==> config.mk <==
export PLATFORM = sky130hd
export DESIGN_NAME = mem_port_arbiter3
export DESIGN_NICKNAME = d
export VERILOG_FILES = /design/src/rtl/mem_port_arbiter3_pkg.sv /design/src/rtl/mem_port_arbiter3_rr_pick3.sv /design/src/rtl/mem_port_arbiter3.sv
export SDC_FILE = /design/constraint.sdc
export NUM_CORES = 1
export LEC_CHECK = 0
export BUFFER_PORTS_ARGS = -buffer_cell sky130_fd_sc_hd__buf_2
export CAP_MARGIN = 20
export CORE_ASPECT_RATIO = 0.75
export CORE_UTILIZATION = 30
export DETAILED_ROUTE_END_ITERATION = 7
export GPL_TIMING_DRIVEN = 0
export HOLD_SLACK_MARGIN = 0.12
export PLACE_DENSITY = 0.5
export SLEW_MARGIN = 20
export SYNTH_ARGS = -nofsm -noshare
export SYNTH_HDL_FRONTEND = slang
export SYNTH_SLANG_ARGS = --single-unit
export TNS_END_PERCENT = 10
==> constraint.sdc <==
create_clock -name clk -period 3.97 [get_ports clk]
set_clock_uncertainty 0.15 [all_clocks]
set_input_delay 0.1985 -clock clk [delete_from_list [all_inputs] [get_ports clk]]
set_output_delay 0.1985 -clock clk [all_outputs]
set_load 0.01 [all_outputs]
==> src/rtl/mem_port_arbiter3_pkg.sv <==
// Shared definitions for the three-port memory arbiter: MUX3 select codes,
// FSM state encoding and the round-robin index helpers.
package mem_port_arbiter3_pkg;

    // MUX3 select codes, shared with every user of the steering mux
    localparam logic [1:0] SEL_REQ0 = 2'b00;
    localparam logic [1:0] SEL_REQ1 = 2'b01;
    localparam logic [1:0] SEL_REQ2 = 2'b10;
    localparam logic [1:0] SEL_IDLE = 2'b11;

    typedef enum logic {
        StIdle = 1'b0,
        StBusy = 1'b1
    } arb_state_e;

    // Next requester index in circular order 0 -> 1 -> 2 -> 0
    function automatic logic [1:0] rr_next(input logic [1:0] idx);
        return (idx >= 2'd2) ? 2'd0 : idx + 2'd1;
    endfunction

    // One-hot grant vector for a select code; idle maps to no grant
    function automatic logic [2:0] sel_to_onehot(input logic [1:0] sel);
        logic [2:0] oh;
        case (sel)
            SEL_REQ0: oh = 3'b001;
            SEL_REQ1: oh = 3'b010;
            SEL_REQ2: oh = 3'b100;
            default:  oh = 3'b000;
        endcase
        return oh;
    endfunction

endpackage

==> src/rtl/mem_port_arbiter3_rr_pick3.sv <==
// Combinational round-robin pick among three requesters, starting the search at ptr.
module mem_port_arbiter3_rr_pick3
    import mem_port_arbiter3_pkg::*;
(
    input  logic [2:0] req,
    input  logic [1:0] ptr,
    output logic       any,
    output logic [1:0] idx,
    output logic [2:0] onehot
);

    logic [1:0] p0;
    logic [1:0] p1;
    logic [1:0] p2;

    // Search order ptr, ptr+1, ptr+2 (mod 3); an illegal ptr of 3 behaves as 0
    always_comb begin
        p0     = (ptr == 2'd3) ? 2'd0 : ptr;
        p1     = rr_next(p0);
        p2     = rr_next(p1);
        any    = |req;
        idx    = SEL_IDLE;
        if (req[p0]) begin
            idx = p0;
        end else if (req[p1]) begin
            idx = p1;
        end else if (req[p2]) begin
            idx = p2;
        end
        onehot = sel_to_onehot(idx);
    end

endmodule

==> src/rtl/mem_port_arbiter3.sv <==
// Round-robin arbiter for one shared 32-bit memory port (fetch, load/store, debug).
// Holds a grant for a whole transaction, supports lock for atomic sequences and
// frees a hung port through a watchdog. All outputs come straight from registers.
module mem_port_arbiter3
    import mem_port_arbiter3_pkg::*;
#(
    parameter int unsigned TIMEOUT_CYC = 64,
    parameter int unsigned CNT_W       = 8
) (
    input  logic       clk,
    input  logic       rst_n,
    input  logic [2:0] req,
    input  logic [2:0] lock,
    input  logic       mem_ack,
    input  logic       err_clr,
    output logic [2:0] gnt,
    output logic [1:0] mux_sel,
    output logic       mem_valid,
    output logic       busy,
    output logic       timeout_err
);

    // Last watchdog value before a forced release; unused when TIMEOUT_CYC is 0
    localparam logic [CNT_W-1:0] WdogLast = CNT_W'(TIMEOUT_CYC - 1);

    arb_state_e       state_q, state_d;
    logic [2:0]       gnt_q, gnt_d;
    logic [1:0]       mux_sel_q, mux_sel_d;
    logic [1:0]       rr_ptr_q, rr_ptr_d;
    logic [CNT_W-1:0] wdog_q, wdog_d;
    logic             timeout_err_q, timeout_err_d;

    logic       pick_any;
    logic [1:0] pick_idx;
    logic [2:0] pick_onehot;
    logic       release_port;
    logic       timeout_set;
    logic       timeout_hit;

    mem_port_arbiter3_rr_pick3 u_pick (
        .req    (req),
        .ptr    (rr_ptr_q),
        .any    (pick_any),
        .idx    (pick_idx),
        .onehot (pick_onehot)
    );

    assign timeout_hit = (TIMEOUT_CYC != 0) && (wdog_q == WdogLast);

    // Next-state logic: grant from IDLE, hold/release in BUSY, sticky error flag
    always_comb begin
        state_d       = state_q;
        gnt_d         = gnt_q;
        mux_sel_d     = mux_sel_q;
        rr_ptr_d      = rr_ptr_q;
        wdog_d        = wdog_q;
        release_port  = 1'b0;
        timeout_set   = 1'b0;

        unique case (state_q)
            StIdle: begin
                if (pick_any) begin
                    state_d   = StBusy;
                    gnt_d     = pick_onehot;
                    mux_sel_d = pick_idx;
                    wdog_d    = '0;
                end
            end
            StBusy: begin
                // Ack has priority over both abort and timeout
                if (mem_ack) begin
                    if (lock[mux_sel_q] && req[mux_sel_q]) begin
                        wdog_d = '0;
                    end else begin
                        release_port = 1'b1;
                    end
                end else if (!req[mux_sel_q]) begin
                    release_port = 1'b1;
                end else if (timeout_hit) begin
                    release_port = 1'b1;
                    timeout_set  = 1'b1;
                end else begin
                    wdog_d = wdog_q + CNT_W'(1);
                end
            end
        endcase

        if (release_port) begin
            state_d   = StIdle;
            gnt_d     = 3'b000;
            mux_sel_d = SEL_IDLE;
            rr_ptr_d  = rr_next(mux_sel_q);
            wdog_d    = '0;
        end

        // A new timeout beats a simultaneous clear
        if (timeout_set) begin
            timeout_err_d = 1'b1;
        end else if (err_clr) begin
            timeout_err_d = 1'b0;
        end else begin
            timeout_err_d = timeout_err_q;
        end
    end

    // State and output registers with synchronous active-low reset
    always_ff @(posedge clk) begin
        if (!rst_n) begin
            state_q       <= StIdle;
            gnt_q         <= 3'b000;
            mux_sel_q     <= SEL_IDLE;
            rr_ptr_q      <= 2'd0;
            wdog_q        <= '0;
            timeout_err_q <= 1'b0;
        end else begin
            state_q       <= state_d;
            gnt_q         <= gnt_d;
            mux_sel_q     <= mux_sel_d;
            rr_ptr_q      <= rr_ptr_d;
            wdog_q        <= wdog_d;
            timeout_err_q <= timeout_err_d;
        end
    end

    assign gnt         = gnt_q;
    assign mux_sel     = mux_sel_q;
    assign mem_valid   = |gnt_q;
    assign busy        = (state_q == StBusy);
    assign timeout_err = timeout_err_q;

endmodule

# Word level (Yosys, flattened, before mapping)

Cells that the tools add are included.

Add/sub/neg operators: 4
Magnitude comparators: 7
Equal/unequal tests: 8
Muxes and demuxes: 36
Bitwise logic cells: 2
Reductions and logical operators: 8

Operators by type and width:

| operator            | count |
|---|---|
| $mux 8              | 5 |
| $mux 1              | 17 |
| $pmux 8 s2          | 1 |
| $mux 2              | 7 |
| $lt 2x3->1 const B  | 4 |
| $bmux 1 s2          | 5 |
| $pmux 3 s3          | 1 |
| $add 8x1->8 const B | 1 |
| $eq 8x6->1 const B  | 1 |
| $add 2x1->2 const B | 3 |
| $ge 2x2->1 const B  | 3 |
| $ne 3x2->1 const B  | 2 |
| $reduce_or 3->1     | 2 |
| $eq 2x2->1 const B  | 2 |
| $reduce_and 4->1    | 1 |
| $ne 3x3->1 const B  | 1 |
| $eq 2x1->1 const B  | 1 |
| $logic_not 2->1     | 1 |
| $ne 2x2->1 const B  | 1 |
| $not 1->1           | 2 |
| $reduce_and 2->1    | 1 |
| $reduce_bool 2->1   | 1 |
| $reduce_or 2->1     | 1 |
| $logic_and 1x1->1   | 1 |

Register bits: 17
Input bits: 10
Output and inout bits: 8
Word-level logic and storage cells: 71

# Depth between registers and ports, before layout

Gate-level depths: netlist (run 1).

Depth in word-level cells: 13
Depth in mapped cells: 7
Depth with buffers taken out: 7

# By module

From an unflattened synthesis (run 1), not the netlist that was laid out.

Cells, all modules: 127
Area, all modules: 1,074.8 um2

Modules (own cells, without submodules):

| module                     | instances | cells each | area each (um2) | seq. area each (um2) |
|---|---|---|---|---|
| mem_port_arbiter3          | 1         | 95         | 855.8           | 340.3 |
| mem_port_arbiter3_rr_pick3 | 1         | 32         | 219.0           | 0.0 |

# Worst setup path before layout (run 1)

OpenSTA, ideal clock, no wires.

Path kind: reg2reg
Start: register rr_ptr_q[0]
End: register gnt_q[1] (netlist: gnt[1])
Setup time: 124 ps
Arrival: 1,566 ps
Data required time: 3,696 ps
Path slack: 2,130 ps
Stages on the path, launching flop included: 8
Buffers on the path: 0
Clock period less this slack: 1,840 ps
Path through: dfxtp_1 > inv_1 > ha_1 > o21ba_2 > a22o_1 > nor4_1 > a31oi_1 > nor3b_1

Cells in the longest elaborated chain, start to end: 13
Elaborated cells between the ends (all ways): 21
Classes of those cells: add/sub (2); order compare (2); eq/ne (3); mux (13); reduce/logical (1)

Ends and longest elaborated chain:

| element                                          | RTL line                         | text |
|---|---|---|
| from (decl)                                      | mem_port_arbiter3.sv:29          | `logic [1:0] rr_ptr_q, rr_ptr_d;` |
| from (signal assigned)                           | mem_port_arbiter3.sv:119         | `rr_ptr_q <= rr_ptr_d;` |
| $eq 2x2->1                                       | mem_port_arbiter3_rr_pick3.sv:18 | `p0 = (ptr == 2'd3) ? 2'd0 : ptr;` |
| $mux 2 *                                         | mem_port_arbiter3_rr_pick3.sv:18 |  |
| $add 2x1->2 / $ge 2x2->1 (equally long branches) | mem_port_arbiter3_pkg.sv:18      | `return (idx >= 2'd2) ? 2'd0 : idx + 2'd1;` |
| $mux 2                                           | mem_port_arbiter3_pkg.sv:18      |  |
| $add 2x1->2 / $ge 2x2->1 (equally long branches) | mem_port_arbiter3_pkg.sv:18      |  |
| $mux 2                                           | mem_port_arbiter3_pkg.sv:18      |  |
| $bmux 1 s2                                       | mem_port_arbiter3_rr_pick3.sv:27 | `end else if (req[p2]) begin` |
| $mux 1 (not written as such)                     | mem_port_arbiter3_rr_pick3.sv:27 |  |
| $mux 2                                           | mem_port_arbiter3_rr_pick3.sv:27 |  |
| $mux 2                                           | mem_port_arbiter3_rr_pick3.sv:25 | `end else if (req[p1]) begin` |
| $mux 2 *                                         | mem_port_arbiter3_rr_pick3.sv:23 | `if (req[p0]) begin` |
| $eq 2x2->1 (tied with other cells)               | mem_port_arbiter3_pkg.sv:24      | `case (sel)` |
| $pmux 3 s3 *                                     | mem_port_arbiter3_pkg.sv:24      |  |
| to (signal assigned)                             | mem_port_arbiter3.sv:117         | `gnt_q <= gnt_d;` |
| to (decl)                                        | mem_port_arbiter3.sv:27          | `logic [2:0] gnt_q, gnt_d;` |

Mark *: on every way between the ends. The rest lies on a longest branch, timed or not. The select of a mux whose other input is x is not followed.
A chain may end at the register's enable or synchronous reset.

# Worst setup path after layout (run 1)

Ends and elaborated chain as after synthesis.

==> results_dict.tcl, run 1 <==
set metrics [dict create \
    outcome "finished clean" \
    critical_path_peak_fanout 7 \
    post_synth_inst_count 129 \
    weighted_congestion_at_the_end_of_routability_driven_global_placement 0.8067 \
    hold-path-cell-count 3 \
    worst_r2r_path_depth 7 \
    synth-seq-area-share 0.3123 \
    io_count 18 \
    hold_path.startpoint "req[1]" \
    coreArea_um2 3378 \
    mappedNetlistArea_um2 1090 \
    timing.critical_path.from_type "flip-flop" \
    final_layout_size_suffix_gt1_frac 0.2400 \
    clk_pin_slew_worst_paths_ns 0.07 \
    cts-root-buf "clkbuf_8" \
    synthesis.nets 143 \
    postCtsSetupBuffers 0 \
    edff_count_synth 0 \
    synth.yosys.warnings 0 \
    cts.htree.levels 1 \
    cts_buffers 3 \
    finish.net_count 165 \
    cp_data_arrival_time_ns 2.01 \
    worstPathBufferInverterCount 1 \
    ant_nets 0 \
    power_per_standard_cell_area_nw_per_um2 353.6 \
    max_cap_viol_count 0 \
    final.setup.tns_ns 0 \
    r2r-start "rr_ptr_q[0]" \
    firstDrtPassIters 4 \
    number_of_distinct_library_cells_after_synthesis 43 \
    syn-mean-instance-area_um2 8.448 \
    r2r_end "gnt[1]" \
    fp-row-count 18 \
    critical_path.max_stage_delay_ns 0.38 \
    n_antenna_cell 0 \
    die_area_um2 3880 \
    dieWidth_um 71.60 \
    rsz0062_at_grt "no" \
    slew_violations 0 \
    tritoncts_clock_tree "yes" \
    path_class "reg2reg" \
    drt-initial-drc-count 48 \
    p_leak_nw 0.5063 \
    route.vias.total 992 \
    ys_seq_elements 17 \
    die_y_um 54.20 \
    worstHoldEndpoint "busy" \
    critPathTopFamily "compound AO/OA/AOI/OAI gates" \
    grt_remaining_overflow 0 \
    postCtsResizedCells 0 \
    min_period_over_period 0.5100 \
    critical_path.endpoint_type "flip-flop" \
    route.detailed.vias_per_inst 5.221 \
    grt_antenna_before_repair 0 \
    overall_global_routing_usage 0.1391 \
    floorplan.initialDensity 0.3226 \
    tightest_slew_ns 0.8597 \
    reg2reg_setup_slack_ns 1.95 \
    area.growth.synth_to_final_pct 17.57 \
    grt_pass1_vias 844 \
    sinks_on_clock_net 17 \
    postSynth.topFlopCell "dfxtp_1" \
    timing.critical_path.cells "inv_1, ha_1, o21ba_2, a22o_1, o22ai_1, a31oi_1, nor3b_1" \
    pin_count_of_the_biggest_net_entering_global_routing 11 \
    maxSlewHeadroom 0.4221 \
    finalSetupViolations 0 \
    final.min_clock_period_ns 2.025 \
    ir_drop_mv 0.1851 \
    cp.required_ns 3.96 \
    clkLatencyLatePin_ns 0.25 \
    max_freq_ghz 0.4939 \
    dp_hpwl_mm 1.829 \
    postRouteWirelength_mm 2.523 \
    holdCritPathClass "in2reg" \
    cts_max_path_buffers 2 \
    io_buffers 15 \
    postSynth.asyncResetShare 0 \
    timing.final.hold_violations 0 \
    wl_per_cell_um 13.28 \
    critical-path-slowest-cell "dfxtp_1" \
    post-route-util 0.3793 \
    post-route-drc-count 0 \
    grt_first_pass_wirelength_mm 4.036 \
]
==> worst register-to-register path, stage by stage (launching register included) <==
cell,delay [ns]
dfxtp_1,0.38
inv_1,0.06
ha_1,0.37
o21ba_2,0.22
a22o_1,0.24
o22ai_1,0.14
a31oi_1,0.18
nor3b_1,0.18
==> layout make-up <==
cell class	count	area (µm²)
fillers	357	2097
multi-input cells	99	670.6
flip-flops and latches	17	340.3
repair buffers	17	95.09
plain buffers	7	56.30
well taps	40	50.05
clock buffers	3	41.29
inverters	6	22.52
clock inverters	1	5.005
==> timing repair <==
action	4_1_cts	5_1_grt
setup endpoints to repair	0	0
hold buffers	2	0
endpoints found under the hold margin	3	0
==> cells in the mapped netlist (5+ instances only) <==
cell type | count | area share
dfxtp_1 | 17 | 0.31
nand2_1 | 8 | 0.028
a21oi_1 | 7 | 0.032
nor2b_1 | 6 | 0.034
nand3b_1 | 5 | 0.034
inv_1 | 6 | 0.021
o21ai_0 | 5 | 0.023
nor2_1 | 11 | 0.038
==> cells in the final DEF, fill, tap and decap left out, drive strengths merged, types with 2 or more instances in the layout <==
cell / n
o211ai: 2
nor2: 11
nor4: 2
dfxtp: 17
a21oi: 11
nor2b: 6
or3: 4
nand3: 4
ha: 4
nand2: 8
dlygate4sd3: 2
clkbuf: 4
mux2i: 4
nand2b: 3
o21ai: 5
buf: 21
inv: 6
and3: 2
o21a: 2
or4: 3
or2: 2
o31ai: 3
nand3b: 5
nand4: 4
==> cells by family (layout without fill, tap and decap cells) <==
kind of cell / after synthesis / count (layout) / synth area share
simple gates: 57 / 57 / 0.3008
flops: 17 / 17 / 0.3123
compound gates: 33 / 33 / 0.2216
buf+inv: 13 / 34 / 0.07233
fa+ha+maj: 4 / 4 / 0.04593
mux: 5 / 5 / 0.04707
==> worst max-delay path by stage <==
stage | start | slack [ns] | to | cells after the start
floorplan | rr_ptr_q[0] | 2.13 | gnt[1] | 7
global placement | rr_ptr_q[0] | 2.00 | gnt[1] | 7
detailed placement | rr_ptr_q[0] | 1.97 | gnt[1] | 7
CTS | rr_ptr_q[0] | 1.96 | gnt[1] | 7
global route | rr_ptr_q[0] | 1.80 | gnt[1] | 7
finish | rr_ptr_q[0] | 1.95 | gnt[1] | 7
==> sequential cells by signal, indices dropped and copies added (netlist names) <==
name         cells
timeout_err      1
gnt              3
busy             1
mux_sel          2
wdog_q           8
rr_ptr_q         2
==> power by group <==
part	switching [W]	internal, W	total [W]
clock	0.0000607	0.0000696	0.000130
combinational	0.0000770	0.0000585	0.000135
sequential	0.00000638	0.000181	0.000187
==> metal layers <==
metal / wire length, µm / vias to the layer above / GRT usage
met5: 0 / - / 0
met4: 12 / 0 / 0.02941
met3: 119 / 2 / 0.04494
met2: 1015 / 22 / 0.2063
met1: 1376 / 455 / 0.1966
li1: - / 513 / -
==> per-stage QoR <==
| step | worst slack, ns | power, W | cell area, µm² | hold slack, ns | std cells |
|---|---|---|---|---|---|
| 6_report | 1.945 | 0.0004531 | 1281 | 0.1275 | 190 |
| 5_1_grt | 1.796 | 0.0004848 | 1281 | 0.1472 | 190 |
| 4_1_cts | 1.962 | 0.0004580 | 1281 | 0.1273 | 190 |
| 3_5_place_dp | 1.973 | 0.0003245 | 1215 | 0.3114 | 184 |
| 3_3_place_gp | 1.996 | 0.0003220 | 1215 | 0.3045 | 184 |
| 2_1_floorplan | 2.130 | 0.0002876 | 1090 | 0.2001 | 129 |
No activity file was read; power rests on OpenSTA's default activity.
==> run 2: changes to the inputs <==
--- a/config.mk
+++ b/config.mk
@@ -5,6 +5,7 @@
 export SDC_FILE = /design/constraint.sdc
 export NUM_CORES = 1
 export LEC_CHECK = 0
+export ABC_AREA = 1
 export BUFFER_PORTS_ARGS = -buffer_cell sky130_fd_sc_hd__buf_2
 export CAP_MARGIN = 20
 export CORE_ASPECT_RATIO = 0.75
==> constraint.sdc (replaced) <==
create_clock -name clk -period 2.1 [get_ports clk]
set_clock_uncertainty 0.15 [all_clocks]
set_input_delay 0.105 -clock clk [delete_from_list [all_inputs] [get_ports clk]]
set_output_delay 0.105 -clock clk [all_outputs]
set_load 0.01 [all_outputs]
==> results_dict.tcl, run 2 <==
set metrics [dict create \
    outcome "finished clean" \
    power_per_standard_cell_area_nw_per_um2 611.0 \
    ir_drop_mv 0.2196 \
    route.detailed.vias_per_inst 4.433 \
    synth-seq-area-share 0.2925 \
    postCtsResizedCells 0 \
    rsz0062_at_grt "no" \
    edff_count_synth 0 \
    final.setup.tns_ns 0 \
    clkLatencyLatePin_ns 0.26 \
    holdCritPathClass "in2reg" \
    min_period_over_period 0.9142 \
    route.vias.total 1157 \
    final-instance-count-excl-fill 261 \
    dpl-instance-area_um2 1314 \
    syn-mean-instance-area_um2 6.290 \
    final.min_clock_period_ns 1.920 \
    finalPower_w 0.0008494 \
    timing.final.hold_violations 0 \
    fp-row-count 19 \
    yosysTopAreaCell "dfxtp_1" \
    grt_antenna_before_repair 0 \
    synth.top_cells.by_count "50 x nand2_1, 27 x inv_1, 25 x nand3_1" \
    mappedNetlistArea_um2 1164 \
    cts_buffers 3 \
    timing.critical_path.cells "ha_1, nand2_1, inv_1, nand3_2, nand3b_1, a21oi_1, dlygate4sd3_1" \
    dp_hpwl_mm 2.125 \
    cp_data_arrival_time_ns 1.97 \
    ys_seq_elements 17 \
    number_of_distinct_library_cells_after_synthesis 23 \
    overall_global_routing_usage 0.1493 \
    sinks_on_clock_net 17 \
    cts.htree.levels 1 \
    postRouteWirelength_mm 2.750 \
    postSynth.asyncResetShare 0 \
    critical_path.max_stage_delay_ns 0.55 \
    cts_max_path_buffers 2 \
    grt_remaining_overflow 0 \
    most-common-layout-cells "50 x nand2_1, 27 x inv_1, 25 x nand3_1" \
    stdcell_area_um2 1390 \
    synthesis.nets 199 \
    tritoncts_clock_tree "yes" \
    numPlacedInstances 254 \
    layout.cells.most_common "nand2_1" \
    tightest_slew_ns 0.4419 \
    finalSetupViolations 0 \
    die_area_um2 4134 \
    max_flop_register "wdog_q" \
    critical_path_peak_fanout 5 \
    die_y_um 55.94 \
    dieWidth_um 73.92 \
    fraction_of_post_synthesis_cell_area_in_the_top_cell_type_by_area 0.2925 \
    drt-initial-drc-count 58 \
    postSynth.topFlopCell "dfxtp_1" \
    largest_register_ff_count 8 \
    critical-path-slowest-cell "dlygate4sd3_1" \
    max_freq_ghz 0.5209 \
    coreArea_um2 3685 \
    clk_pin_slew_worst_paths_ns 0.07 \
    n_antenna_cell 0 \
    filler_cell_count 408 \
    weighted_congestion_at_the_end_of_routability_driven_global_placement 0.8311 \
    max_cap_viol_count 0 \
    firstDrtPassIters 4 \
    grt_pass1_vias 1089 \
    synth_most_common_cell "nand2_1" \
    path_class "reg2reg" \
    finish.net_count 224 \
    io_count 18 \
    floorplan.initialDensity 0.3158 \
    maxSlewHeadroom 0.7054 \
    grt_first_pass_wirelength_mm 4.788 \
    cp.required_ns 2.15 \
    slew_violations 0 \
    post-route-drc-count 0 \
    critical_path.endpoint_type "flip-flop" \
    ant_nets 0 \
    final_layout_size_suffix_gt1_frac 0.1531 \
    post_synth_inst_count 185 \
    p_leak_nw 0.6207 \
    wl_per_cell_um 10.54 \
    pin_count_of_the_biggest_net_entering_global_routing 11 \
    reg2reg_setup_slack_ns 0.18 \
    io_buffers 17 \
    cts-root-buf "clkbuf_8" \
    synth.yosys.warnings 0 \
    timing.critical_path.from_type "flip-flop" \
    synth_area_leaders "dfxtp_1 29%, nand2_1 16%, nand3_1 11%" \
    area.growth.synth_to_final_pct 19.46 \
]
run 2: final timing paths:
check                           startpoint     endpoint  cells after the start
worst min register to register   wdog_q[1]    wdog_q[1]                      2
worst max-delay path             wdog_q[0]  timeout_err                      7
worst min-delay path               mem_ack    wdog_q[0]                      4
worst max register to register   wdog_q[0]  timeout_err                      7
run 2: final cells by class:
class | instances | area [µm²] | share of cell area
clock buffer | 3 | 41.29 | 0.02970
clock inverter | 1 | 5.005 | 0.003600
inverter | 29 | 108.9 | 0.07831
multi-input combinational | 139 | 714.4 | 0.5140
sequential | 17 | 340.3 | 0.2448
tap | 52 | 65.06 | 0.04680
timing repair buffer | 20 | 115.1 | 0.08281
run 2: layer usage:
layer | up-vias | wire length (µm) | GRT usage | share of wire
met5 | - | 0 | 0 | 0
met4 | 0 | 24 | 0.03571 | 0.0087
met3 | 5 | 102 | 0.04348 | 0.037
met2 | 18 | 1013 | 0.2039 | 0.37
met1 | 491 | 1610 | 0.2257 | 0.59
li1 | 643 | - | - | -
run 2: stage by stage:
stage | util | hold WS [ns] | setup WS, ns
2_1_floorplan | - | 0.09337 | 0.5005
3_3_place_gp | 0.3565 | 0.2154 | 0.2482
3_5_place_dp | 0.3565 | 0.2126 | 0.2825
4_1_cts | 0.3773 | 0.1246 | 0.1911
5_1_grt | 0.3773 | 0.1747 | 0.01550
6_report | 0.3773 | 0.1238 | 0.1802
run 2: power breakdown:
part / switching [W] / internal (W) / leakage, nW
combinational: 0.000155 / 0.0000808 / 0.457
clock: 0.000118 / 0.000132 / 0.0255
sequential: 0.0000213 / 0.000343 / 0.139
total: 0.000294 / 0.000555 / 0.621
run 2: cell families (layout without fill, tap and decap cells):
group	count (synthesis)	count (layout)	synth area share
compound gates	26	26	0.1204
simple gates	109	109	0.4506
fa+ha+maj	4	4	0.04301
flops	17	17	0.2925
buf+inv	29	53	0.09354
run 2: what timing repair did:
action | in CTS | in global routing
buffers inserted | 0 | 0
hold endpoints to repair | 4 | 0
hold buffers | 3 | 0
run 2: critical path, delay by kind of cell (launching register included):
family          cells  cell delay (ns)
compound gates      1             0.12
buf+inv             2             0.70
flops               1             0.38
fa+ha+maj           1             0.18
simple gates        3             0.34
==> run 3: changes to the inputs <==
--- a/config.mk
+++ b/config.mk
@@ -17,5 +17,6 @@
 export SLEW_MARGIN = 20
 export SYNTH_ARGS = -nofsm -noshare
 export SYNTH_HDL_FRONTEND = slang
+export SYNTH_HIERARCHICAL = 1
 export SYNTH_SLANG_ARGS = --single-unit
 export TNS_END_PERCENT = 10
==> constraint.sdc (replaced) <==
create_clock -name clk -period 1.85 [get_ports clk]
set_clock_uncertainty 0.15 [all_clocks]
set_input_delay 0.0925 -clock clk [delete_from_list [all_inputs] [get_ports clk]]
set_output_delay 0.0925 -clock clk [all_outputs]
set_load 0.01 [all_outputs]
==> results_dict.tcl, run 3 <==
set metrics [dict create \
    dp_hpwl_mm 2.176 \
    layout.cells.most_common "nand2_1" \
    maxSlewHeadroom 0.6983 \
    max_freq_ghz 0.5634 \
    clk_pin_slew_worst_paths_ns 0.07 \
    fp-row-count 19 \
    setup_ws_ns 0.07502 \
    hold_path.startpoint "mem_ack" \
    ir_drop_mv 0.3366 \
    most-common-layout-cells "38 x nand2_1, 27 x nand3_1, 27 x nor2_1" \
    io_count 18 \
    finish.net_count 229 \
    synth_area_leaders "dfxtp_1 29%, nand2_1 14%, nand3_1 12%" \
    weighted_congestion_at_the_end_of_routability_driven_global_placement 0.7623 \
    final.min_clock_period_ns 1.775 \
    power_per_standard_cell_area_nw_per_um2 811.4 \
    r2r-start "wdog_q[0]" \
    post-route-drc-count 0 \
    fraction_of_post_synthesis_cell_area_in_the_top_cell_type_by_area 0.2884 \
    wl_per_cell_um 10.82 \
    dieWidth_um 74.42 \
    timing.critical_path.from_type "flip-flop" \
    drt-initial-drc-count 56 \
    place_ws_ns -0.07143 \
    internal-power_w 0.0007391 \
    postRouteWirelength_mm 2.866 \
    largest_register_ff_count 8 \
    max_cap_viol_count 0 \
    path_class "reg2reg" \
    whs_ns 0.1453 \
    synthesis.nets 205 \
    ys_seq_elements 17 \
    grt_first_pass_wirelength_mm 4.843 \
    final.setup.tns_ns 0 \
    netSwitchingPower_w 0.0004538 \
    timing.final.hold_violations 0 \
    route.detailed.vias_per_inst 4.555 \
    tritoncts_clock_tree "yes" \
    syn-mean-instance-area_um2 6.210 \
    synth_most_common_cell "nand2_1" \
    critical_path_peak_fanout 7 \
    cts_max_path_buffers 2 \
    coreArea_um2 3709 \
    r2r_end "gnt[2]" \
    cp.required_ns 1.84 \
    overall_global_routing_usage 0.1537 \
    grt_pass1_vias 1059 \
    mappedNetlistArea_um2 1180 \
    cts.htree.levels 1 \
    cp_data_arrival_time_ns 1.77 \
    cts_buffers 3 \
    slew_violations 0 \
    n_antenna_cell 0 \
    floorplan.initialDensity 0.3182 \
    yosysTopAreaCell "dfxtp_1" \
    postSynth.topFlopCell "dfxtp_1" \
    clkLatencyLatePin_ns 0.25 \
    cts-root-buf "clkbuf_8" \
    finalSetupViolations 0 \
    area.growth.synth_to_final_pct 24.60 \
    sinks_on_clock_net 17 \
    synth-seq-area-share 0.2884 \
    power.switching_fraction 0.3804 \
    power_frac_clock 0.232 \
    critical_path.endpoint_type "flip-flop" \
    worst_r2r_path_depth 10 \
    die_area_um2 4190 \
    io_buffers 17 \
    postCtsSetupBuffers 0 \
    numPlacedInstances 259 \
    route.vias.total 1207 \
    rsz0062_at_grt "yes" \
    number_of_distinct_library_cells_after_synthesis 24 \
    holdCritPathClass "in2reg" \
    worstHoldEndpoint "timeout_err" \
    grt_remaining_overflow 0 \
    tightest_slew_ns 0.4509 \
    min_period_over_period 0.9595 \
    p_leak_nw 0.6533 \
    finalPower_w 0.001193 \
    max_flop_register "wdog_q" \
    grt_antenna_before_repair 0 \
    post_synth_inst_count 190 \
    edff_count_synth 0 \
    final-instance-count-excl-fill 265 \
    sequentialPowerShare 0.379 \
    firstDrtPassIters 5 \
    synth.top_cells.by_count "43 x nand2_1, 31 x nor2_1, 28 x nand3_1" \
    die_y_um 56.31 \
    ant_nets 0 \
    final_layout_size_suffix_gt1_frac 0.2629 \
    reg2reg_setup_slack_ns 0.08 \
    combinational_share_of_power 0.389 \
    pin_count_of_the_biggest_net_entering_global_routing 11 \
    hold-path-cell-count 4 \
    synth.yosys.warnings 6 \
    postSynth.asyncResetShare 0 \
    outcome "finished clean" \
]
==> run 3: stage by stage <==
| step | util | area (µm²) |
|---|---|---|
| final | 0.3964 | 1470 |
| after global routing | 0.3964 | 1470 |
| after CTS | 0.3809 | 1413 |
| after detailed placement | 0.3586 | 1330 |
| after global placement | 0.3586 | 1330 |
| after floorplan | - | 1180 |
==> run 3: how the worst max path moves through the flow <==
stage | to | depth (start not counted) | slack (ns) | startpoint
2_1_floorplan | gnt[0] | 11 | 0.12 | rr_ptr_q[0]
6_report | gnt[2] | 10 | 0.08 | wdog_q[0]
4_1_cts | gnt[1] | 11 | 0.03 | rr_ptr_q[1]
5_1_grt | gnt[1] | 12 | -0.05 | rr_ptr_q[0]
3_3_place_gp | gnt[2] | 11 | -0.07 | rr_ptr_q[0]
3_5_place_dp | gnt[0] | 11 | -0.07 | rr_ptr_q[0]
==> run 3: cells by family after synthesis <==
group / synth area share
adder cells (fa/ha/maj): 0.05302
flip-flops: 0.2884
AND/OR/NAND/NOR: 0.4401
XOR/XNOR: 0.007424
AO/OA/AOI/OAI: 0.1156
buffers and inverters: 0.09544
==> run 3: worst max-delay path, cell delays in order (launching register included) <==
cell and delay [ns]:
dfxtp_2 0.40, ha_2 0.23, nand2_1 0.06, nor2_1 0.15
nand3_1 0.09, nand2_1 0.11, nand2_4 0.10, nand2_4 0.13
nor2_4 0.06, inv_2 0.12, a21oi_1 0.06
==> run 3: routing by layer <==
layer / share of wire / track usage / up-vias
li1: - / - / 659
met1: 0.57 / 0.2330 / 523
met2: 0.38 / 0.1956 / 21
met3: 0.045 / 0.05745 / 4
met4: 0.0091 / 0.04852 / 0
met5: 0 / 0 / -
==> run 3: what timing repair did <==
action	in CTS	in global routing
gates resized for setup	4	22
cloned	0	0
pin swaps	0	11
hold buffers	2	0
setup endpoints to repair	7	13
hold endpoints to repair	7	0
==> run 3: power groups by stage <==
stage          Combinational, W  Sequential (W)  Clock, W
5_1_grt                0.000523        0.000457  0.000308
6_report               0.000464        0.000452  0.000277
3_5_place_dp           0.000398        0.000453         0
4_1_cts                0.000416        0.000448  0.000287
2_1_floorplan          0.000292        0.000451         0
3_3_place_gp           0.000404        0.000455         0
==> run 3: cell type report <==
class / count / area, µm²
flip-flops and latches: 17 / 350.3
inverters: 27 / 106.4
multi-input cells: 144 / 787.0
repair buffers: 19 / 105.1
fillers: 408 / 2238
plain buffers: 2 / 11.26
well taps: 52 / 65.06
clock buffers: 4 / 45.04
